### config.mk
export PLATFORM = sky130hd
export DESIGN_NAME = coproc_result_queue
export DESIGN_NICKNAME = d
export VERILOG_FILES = /design/src/rtl/coproc_result_queue.sv
export SDC_FILE = /design/constraint.sdc
export NUM_CORES = 1
export LEC_CHECK = 0
export BUFFER_PORTS_ARGS = -buffer_cell sky130_fd_sc_hd__buf_2
export CAP_MARGIN = 20
export CORE_AREA = 2 2 159 161
export CTS_BUF_LIST = sky130_fd_sc_hd__clkbuf_8
export DETAILED_ROUTE_END_ITERATION = 10
export DIE_AREA = 0 0 161 163
export GPL_TIMING_DRIVEN = 0
export MAX_ROUTING_LAYER = met4
export PLACE_DENSITY = 0.57
export SLEW_MARGIN = 20
export SYNTH_ARGS = -nofsm -noshare
export SYNTH_HDL_FRONTEND = slang
export SYNTH_SLANG_ARGS = --single-unit
### constraint.sdc
create_clock -name clk_i -period 2.8 [get_ports clk_i]
set_clock_uncertainty 0.05 [all_clocks]
set_input_delay 0.42 -clock clk_i [delete_from_list [all_inputs] [get_ports clk_i]]
set_output_delay 0.42 -clock clk_i [all_outputs]
set_load 0.02 [all_outputs]
### src/rtl/coproc_result_queue.sv
// Coprocessor result queue: in-order FIFO of results released to the core once their ID commits.
// Optional kill counter output enabled by defining COPROC_RESULT_QUEUE_KILLCNT_EN.
module coproc_result_queue #(
  parameter int X_ID_WIDTH  = 4,
  parameter int X_RFW_WIDTH = 32,
  parameter int DEPTH       = 4
) (
  input  logic                   clk_i,
  input  logic                   rst_i,
  input  logic                   in_valid,
  output logic                   in_ready,
  input  logic [X_ID_WIDTH-1:0]  in_id,
  input  logic [X_RFW_WIDTH-1:0] in_data,
  input  logic [4:0]             in_rd,
  input  logic                   in_we,
  input  logic                   in_exc,
  input  logic [5:0]             in_exccode,
  input  logic                   commit_valid,
  input  logic [X_ID_WIDTH-1:0]  commit_id,
  input  logic                   commit_kill,
  output logic                   result_valid,
  input  logic                   result_ready,
  output logic [X_ID_WIDTH-1:0]  result_id,
  output logic [X_RFW_WIDTH-1:0] result_data,
  output logic [4:0]             result_rd,
  output logic                   result_we,
  output logic                   result_exc,
`ifdef COPROC_RESULT_QUEUE_KILLCNT_EN
  output logic [7:0]             kill_cnt,
`endif
  output logic [5:0]             result_exccode
);

  localparam int AW  = $clog2(DEPTH);
  localparam int NID = 1 << X_ID_WIDTH;
  localparam logic [AW:0] FULL = (AW + 1)'(DEPTH);

  typedef struct packed {
    logic [X_ID_WIDTH-1:0]  id;
    logic [X_RFW_WIDTH-1:0] data;
    logic [4:0]             rd;
    logic                   we;
    logic                   exc;
    logic [5:0]             exccode;
  } entry_t;

  entry_t         mem [DEPTH];
  logic [AW-1:0]  wr_ptr;
  logic [AW-1:0]  rd_ptr;
  logic [AW:0]    count;
  logic [NID-1:0] committed;
  logic [NID-1:0] killed;

  entry_t head;
  logic   eligible;
  logic   head_killed;
  logic   push;
  logic   pop;
  logic   silent_pop;

  // Everything the core sees comes from registered state, never from result_ready.
  always_comb begin
    head        = mem[rd_ptr];
    eligible    = (count != '0) && committed[head.id];
    head_killed = killed[head.id];
    in_ready    = (count != FULL);
    push        = in_valid && in_ready;
    silent_pop  = eligible && head_killed;
    pop         = eligible && (head_killed || result_ready);
  end

  always_comb begin
    result_valid   = eligible && !head_killed;
    result_id      = '0;
    result_data    = '0;
    result_rd      = '0;
    result_we      = 1'b0;
    result_exc     = 1'b0;
    result_exccode = '0;
    if (result_valid) begin
      result_id      = head.id;
      result_data    = head.data;
      result_rd      = head.rd;
      result_we      = head.we;
      result_exc     = head.exc;
      result_exccode = head.exccode;
    end
  end

  always_ff @(posedge clk_i) begin
    if (push) begin
      mem[wr_ptr] <= '{id: in_id, data: in_data, rd: in_rd, we: in_we,
                       exc: in_exc, exccode: in_exccode};
    end
  end

  always_ff @(posedge clk_i or posedge rst_i) begin
    if (rst_i) begin
      wr_ptr <= '0;
      rd_ptr <= '0;
      count  <= '0;
    end else begin
      if (push) wr_ptr <= wr_ptr + 1'b1;
      if (pop)  rd_ptr <= rd_ptr + 1'b1;
      case ({push, pop})
        2'b10:   count <= count + 1'b1;
        2'b01:   count <= count - 1'b1;
        default: count <= count;
      endcase
    end
  end

  // The commit is applied after the pop clear so a same-cycle set on that ID wins.
  always_ff @(posedge clk_i or posedge rst_i) begin
    if (rst_i) begin
      committed <= '0;
      killed    <= '0;
    end else begin
      if (pop) begin
        committed[head.id] <= 1'b0;
        killed[head.id]    <= 1'b0;
      end
      if (commit_valid) begin
        committed[commit_id] <= 1'b1;
        killed[commit_id]    <= commit_kill;
      end
    end
  end

`ifdef COPROC_RESULT_QUEUE_KILLCNT_EN
  always_ff @(posedge clk_i or posedge rst_i) begin
    if (rst_i) begin
      kill_cnt <= '0;
    end else if (silent_pop && (kill_cnt != 8'hFF)) begin
      kill_cnt <= kill_cnt + 8'd1;
    end
  end
`endif

endmodule

; Yosys cells after proc, flatten, opt, wreduce, memory -nomap -nowiden
; Memory sizes are Yosys's and may differ from the RTL's.
; Index checks and enable logic that the tools add are counted.
[totals]
elab_cells = 53
output_inout_bits = 51
n_memories = 1
ff_bits = 39
in_bits = 59
mem_bits_rw = 196
[mem_list]
columns = name, words, width, rd, rd_ports_with_merged_regs, wr, line
row1 = mem, 4, 49, 1, 0, 1, 47  ; entry_t mem [DEPTH];
[op_classes]
add_sub_neg = 4
n_reduce_logical = 10
muxes = 22
n_eq_ne = 3
bitwise_logic = 4
n_lt_le_gt_ge = 4
[op_table]
columns = operator, count
row1 = $mux 16, 4
row2 = $and 16x16->16, 2
row3 = $mux 32, 1
row4 = $bwmux 16, 1
row5 = $not 16->16, 1
row6 = $or 16x16->16, 1
row7 = $lt 4x5->1 const B, 2
row8 = $bmux 1 s4, 2
row9 = $demux 1 s4, 2
row10 = $ge 4x1->1 const B, 2
row11 = $mux 1, 8
row12 = $logic_and 1x1->1, 6
row13 = $mux 6, 1
row14 = $pmux 3 s2, 1
row15 = $mux 5, 1
row16 = $add 2x1->2 const B, 2
row17 = $mux 4, 1
row18 = $add 3x1->3 const B, 1
row19 = $ne 3x3->1 const B, 1
row20 = $reduce_bool 3->1, 1
row21 = $sub 3x1->3 const B, 1
row22 = $eq 2x1->1 const B, 1
row23 = $eq 2x2->1 const B, 1
row24 = $reduce_bool 2->1, 1
row25 = other kinds (2), 2

; Longest topological paths before layout
; An unclocked memory read counts as a cell.
[logic_depth]
word_depth = 10
ltp_mapped = 15

; Worst setup path after synthesis
; No wires, ideal clock.
[synth_path]
path_type = register -> output
start = register rd_ptr[0]
end = output result_data[0]
path_slack_ps = -288
stages_incl_launch_ff = 11
required_ps = 2330
n_path_buf = 4
t_arrival_ps = 2618
path_cell_list = dfrtp_1 > buf_6 > mux4_2 > buf_4 > buf_6 > mux2_4 > a211oi_2 > mux2i_1 > or2_4 > buf_6 > nor2b_1
[synth_via]
elab_chain_len = 6
elab_cells_between_ends = 9
[synth_lines]
columns = element, line
row1 = start: declaration, 49  ; logic [AW-1:0] rd_ptr;
row2 = start signal: assignment, 104  ; if (pop) rd_ptr <= rd_ptr + 1'b1;
row3 = $mem_v2 4x49 *, n/a
row4 = $bmux 1 s4 (on tied branches), "64, 65"
row5 = $mux 1 (on tied branches), "64, 65"
row6 = $logic_and 1x1->1 or $logic_not 1->1 (tied branches), "64, 73"
row7 = $logic_and 1x1->1, 73  ; result_valid = eligible && !head_killed;
row8 = $mux 32 *, 80  ; if (result_valid) begin
row9 = end: declaration, 24  ; output logic [X_RFW_WIDTH-1:0] result_data,
; Every way passes the cells marked *; elsewhere a longest branch is shown, timed or not. The select of a mux whose other input is x is not followed.

; Final worst setup path
[layout_path]
start = register rd_ptr[0]
end = output result_data[5]
; The elaborated chain is that of the path after synthesis.

==> metrics.md <==
| Metric | Value |
|---|---|
| CP Class | reg2out |
| TritonRoute pass-1 iters | 5 |
| Antenna violations before repair | 2 |
| Number of I/O pins | 110 |
| Worst hold path type | in2reg |
| Row count | 58 |
| Tmin final | 3.907 ns |
| Worst Min Path Start | in_data[8] |
| Clock tree root driver cell | clkbuf_8 |
| Post-DR vias/cell | 5.083 |
| Most frequent cell on the critical path | buf_6 |
| Simple logic cell fraction of the synthesized area | 7.999% |
| Multi-input logic area | 0.003136 sq mm |
| CP Capture Type | output pin |
| Die X | 161 um |
| Layout Utilization | 52.14% |
| Synth unique cells | 38 |
| Largest net degree at the start of global routing | 40 |
| Clock-pin transition on the worst setup and hold timing paths | 0.06 ns |
| Mapped Cells | 574 |
| Register bit total from synthesis | 235 |
| CP endpoint | result_data[5] |
| Clk sink count | 235 |
| Routed WL per cell | 19.44 um |
| Fillers | 2070 |
| Vias in the first global route | 6137 |
| Post-Synth Adder-Cell Area | 0.8557% |
| Fin worst setup slack | -1.107 ns |
| R2r setup slk | -0.65 ns |
| Bufs on Longest Clock Path | 3 |
| Post-synth net total | 639 |
| Status | finished, violations left |
| Mean Syn Cell Area | 16.81 sq um |
| CTS tree | yes |
| DR vias | 5708 |
| Final setup fails | 70 |
| Least-Margin Pin Slew | 0.8552 ns |
| Mux cell area share after synthesis | 13.60% |
| Post-route ant nets | 0 |
| Worst EP arrival | 3.44 ns |
| WL met3 | 1376 um |
| CP Launch Type | flop |
| Area grow syn2layout | 33.32% |
| First-pass GRT wire length | 33140 um |
| Register Area | 0.006862 sq mm |
| Final Hold Viols | 0 |
| CTS buffer count | 40 |
| Slowest stage delay, CP | 0.51 ns |
| DR WL met2 | 11340 um |
| Post-DP HPWL | 13590 um |
| Post-route cell area | 0.01287 sq mm |
| Worst-Skew Late Latency | 0.54 ns |
| Fmax | 255.9 MHz |
| Slowest CP cell | mux4_2 |
| Post-Synthesis Cell Area | 0.009651 sq mm |
| Violated checks | negative setup slack |
| Remaining DRCs | 0 |
| Gr usage total | 17.10% |
| Routed wire length | 21830 um |
| Core ar. | 0.02467 sq mm |
| Max_cap viols | 0 |
| Compound-Gate Fraction of Synth Area | 3.151% |
| Share of cells above drive strength 1 | 43.87% |
| Crit path cell chain | buf_6 -> mux4_2 -> buf_6 -> buf_6 -> mux2i_1 -> nor2_1 -> o311ai_2 -> o41a_1 -> buf_6 -> or2_4 -> buf_12 -> clkbuf_16 -> nor2b_4 -> buf_6 |
| Dpl ws | -0.8555 ns |
| H-tree depth | 2 |
| CP Max Fanout | 6 |
| Reg2Reg Capture Point | count[2] |
| GP Congestion | 0.9296 |
| CP Data Required Time | 2.33 ns |
| Placed instance area | 0.01107 sq mm |
| I/O Buffers | 109 |
| Initial Util | 39.11% |
| Setup TNS | -55.75 ns |
| 1st-iter DRT viols | 328 |
| Nets | 827 |
| Total gr overflow | 0 |
| Top sig layer | met4 |
| Slew headroom | 42.98% |
| Met1 WL | 8719 um |
| Synth Area in XOR/XNOR | 0.5445% |
| Final max-slew violation count | 0 |
| R2R cell count | 15 |
| Die Ht | 163 um |
| RSZ-0062 raised after global routing | yes |
| Worst r2r src | rd_ptr[0] |
| Post-synthesis sequential area ratio | 71.10% |
| Main combinational cell family by area after synthesis | multiplexers |
| CP Launch Point | rd_ptr[0] |
| Die area | 0.02624 sq mm |
| Yosys warns | 0 |
| Final Cycle Share | 139.5% |
==> registers in the layout, indices dropped and copies added (netlist names) <==
register,count
committed,16
count,3
killed,16
mem,196
rd_ptr,2
wr_ptr,2
==> layout by cell type, fill, tap and decap left out, types with 5 or more instances in the layout <==
cell	synthesis	final
clkbuf_8	0	42
buf_6	7	52
nor2_1	23	18
edfxtp_1	196	196
buf_2	5	62
mux2i_1	16	14
o22ai_1	18	14
o21ai_1	0	11
clkinv_1	0	10
mux4_2	49	49
nor2b_4	0	43
clkbuf_1	11	7
buf_12	0	10
inv_1	27	40
buf_4	2	21
nor3_1	20	6
nand2_1	50	50
o21ai_0	19	6
nor3_4	0	10
buf_16	0	6
dfrtp_1	39	39
nand3_1	5	5
==> worst min-delay path by stage <==
stage	endpoint	cells past startpoint
2_1_floorplan	count[2]	1
3_3_place_gp	count[2]	1
3_5_place_dp	committed[7]	2
4_1_cts	mem[1][12]	1
5_1_grt	mem[2][25]	1
6_report	mem[0][21]	1
==> cells in the mapped netlist <==
cell,count,share of area [%]
a2bb2oi_1,1,0.091
nand2b_1,2,0.13
nand3_1,5,0.26
buf_1,1,0.039
and2_1,1,0.065
o21a_1,1,0.078
mux2_2,3,0.35
o21ai_0,19,0.99
nor3_1,20,1.0
mux4_2,49,11
mux2i_1,16,1.7
o22ai_1,18,1.2
nand2_1,50,1.9
buf_2,5,0.26
nor3b_1,1,0.078
o41a_1,1,0.12
dfrtp_1,39,10
buf_6,7,0.82
o211a_1,1,0.10
o311ai_1,1,0.091
a21oi_1,1,0.052
xor2_1,4,0.36
clkbuf_1,11,0.43
a211oi_1,2,0.16
nor2_1,23,0.89
or2_4,1,0.091
a211oi_2,1,0.13
nor2b_1,49,3.2
a2111oi_0,1,0.091
fa_1,1,0.21
and3_1,5,0.32
mux2_4,1,0.16
buf_4,2,0.16
edfxtp_1,196,61
ha_1,5,0.65
inv_1,27,1.1
o41ai_1,1,0.091
xnor2_1,2,0.18
==> kinds of logic (layout without fill, tap and decap cells) <==
family	Yosys count	after routing
AND/OR/NAND/NOR	157	157
XOR/XNOR	6	6
flip-flops	235	235
AO/OA/AOI/OAI	48	48
other	0	2
buffers and inverters	53	270
multiplexers	69	69
adder cells (fa/ha/maj)	6	6
==> routing by layer <==
layer	vias up	track usage (%)
met4	0	4.870
met3	37	5.297
met2	152	28.81
met5	-	-
li1	2573	-
met1	2946	19.93
==> worst max-delay path, delay by kind of cell (launching register included) <==
family                 cells  cell delay, ns
multiplexers               2            0.68
buffers and inverters      7            0.98
AND/OR/NAND/NOR            3            0.31
AO/OA/AOI/OAI              2            0.57
flip-flops                 1            0.36
==> cell type report <==
| type | count | area share [%] |
|---|---|---|
| multi-input combinational | 286 | 24.37 |
| antenna | 2 | 0.03890 |
| inverter | 27 | 0.7877 |
| clock inverter | 29 | 0.9919 |
| tap | 330 | 3.209 |
| clock buffer | 42 | 4.493 |
| timing repair buffer | 147 | 10.76 |
| buffer | 25 | 2.023 |
| sequential | 235 | 53.33 |
==> timing repair <==
item | CTS | global route
buffers inserted | 12 | 10
pin swaps | 4 | 8
gates cloned | 3 | 5
hold buffers | 4 | 0
setup endpoints to repair | 87 | 75
gates resized for setup | 137 | 61
hold endpoints to repair | 27 | 0
==> through the flow <==
stage,hold slack [ns],instances
detailed placement,0.3816,1018
global placement,0.4305,1013
global route,0.008009,1123
finish,0.03561,1123
CTS,0.002905,1108
floorplan,0.4116,574
Power is not shown: default switching activity piles up to over one toggle a cycle in this logic, so the estimate is an artifact.
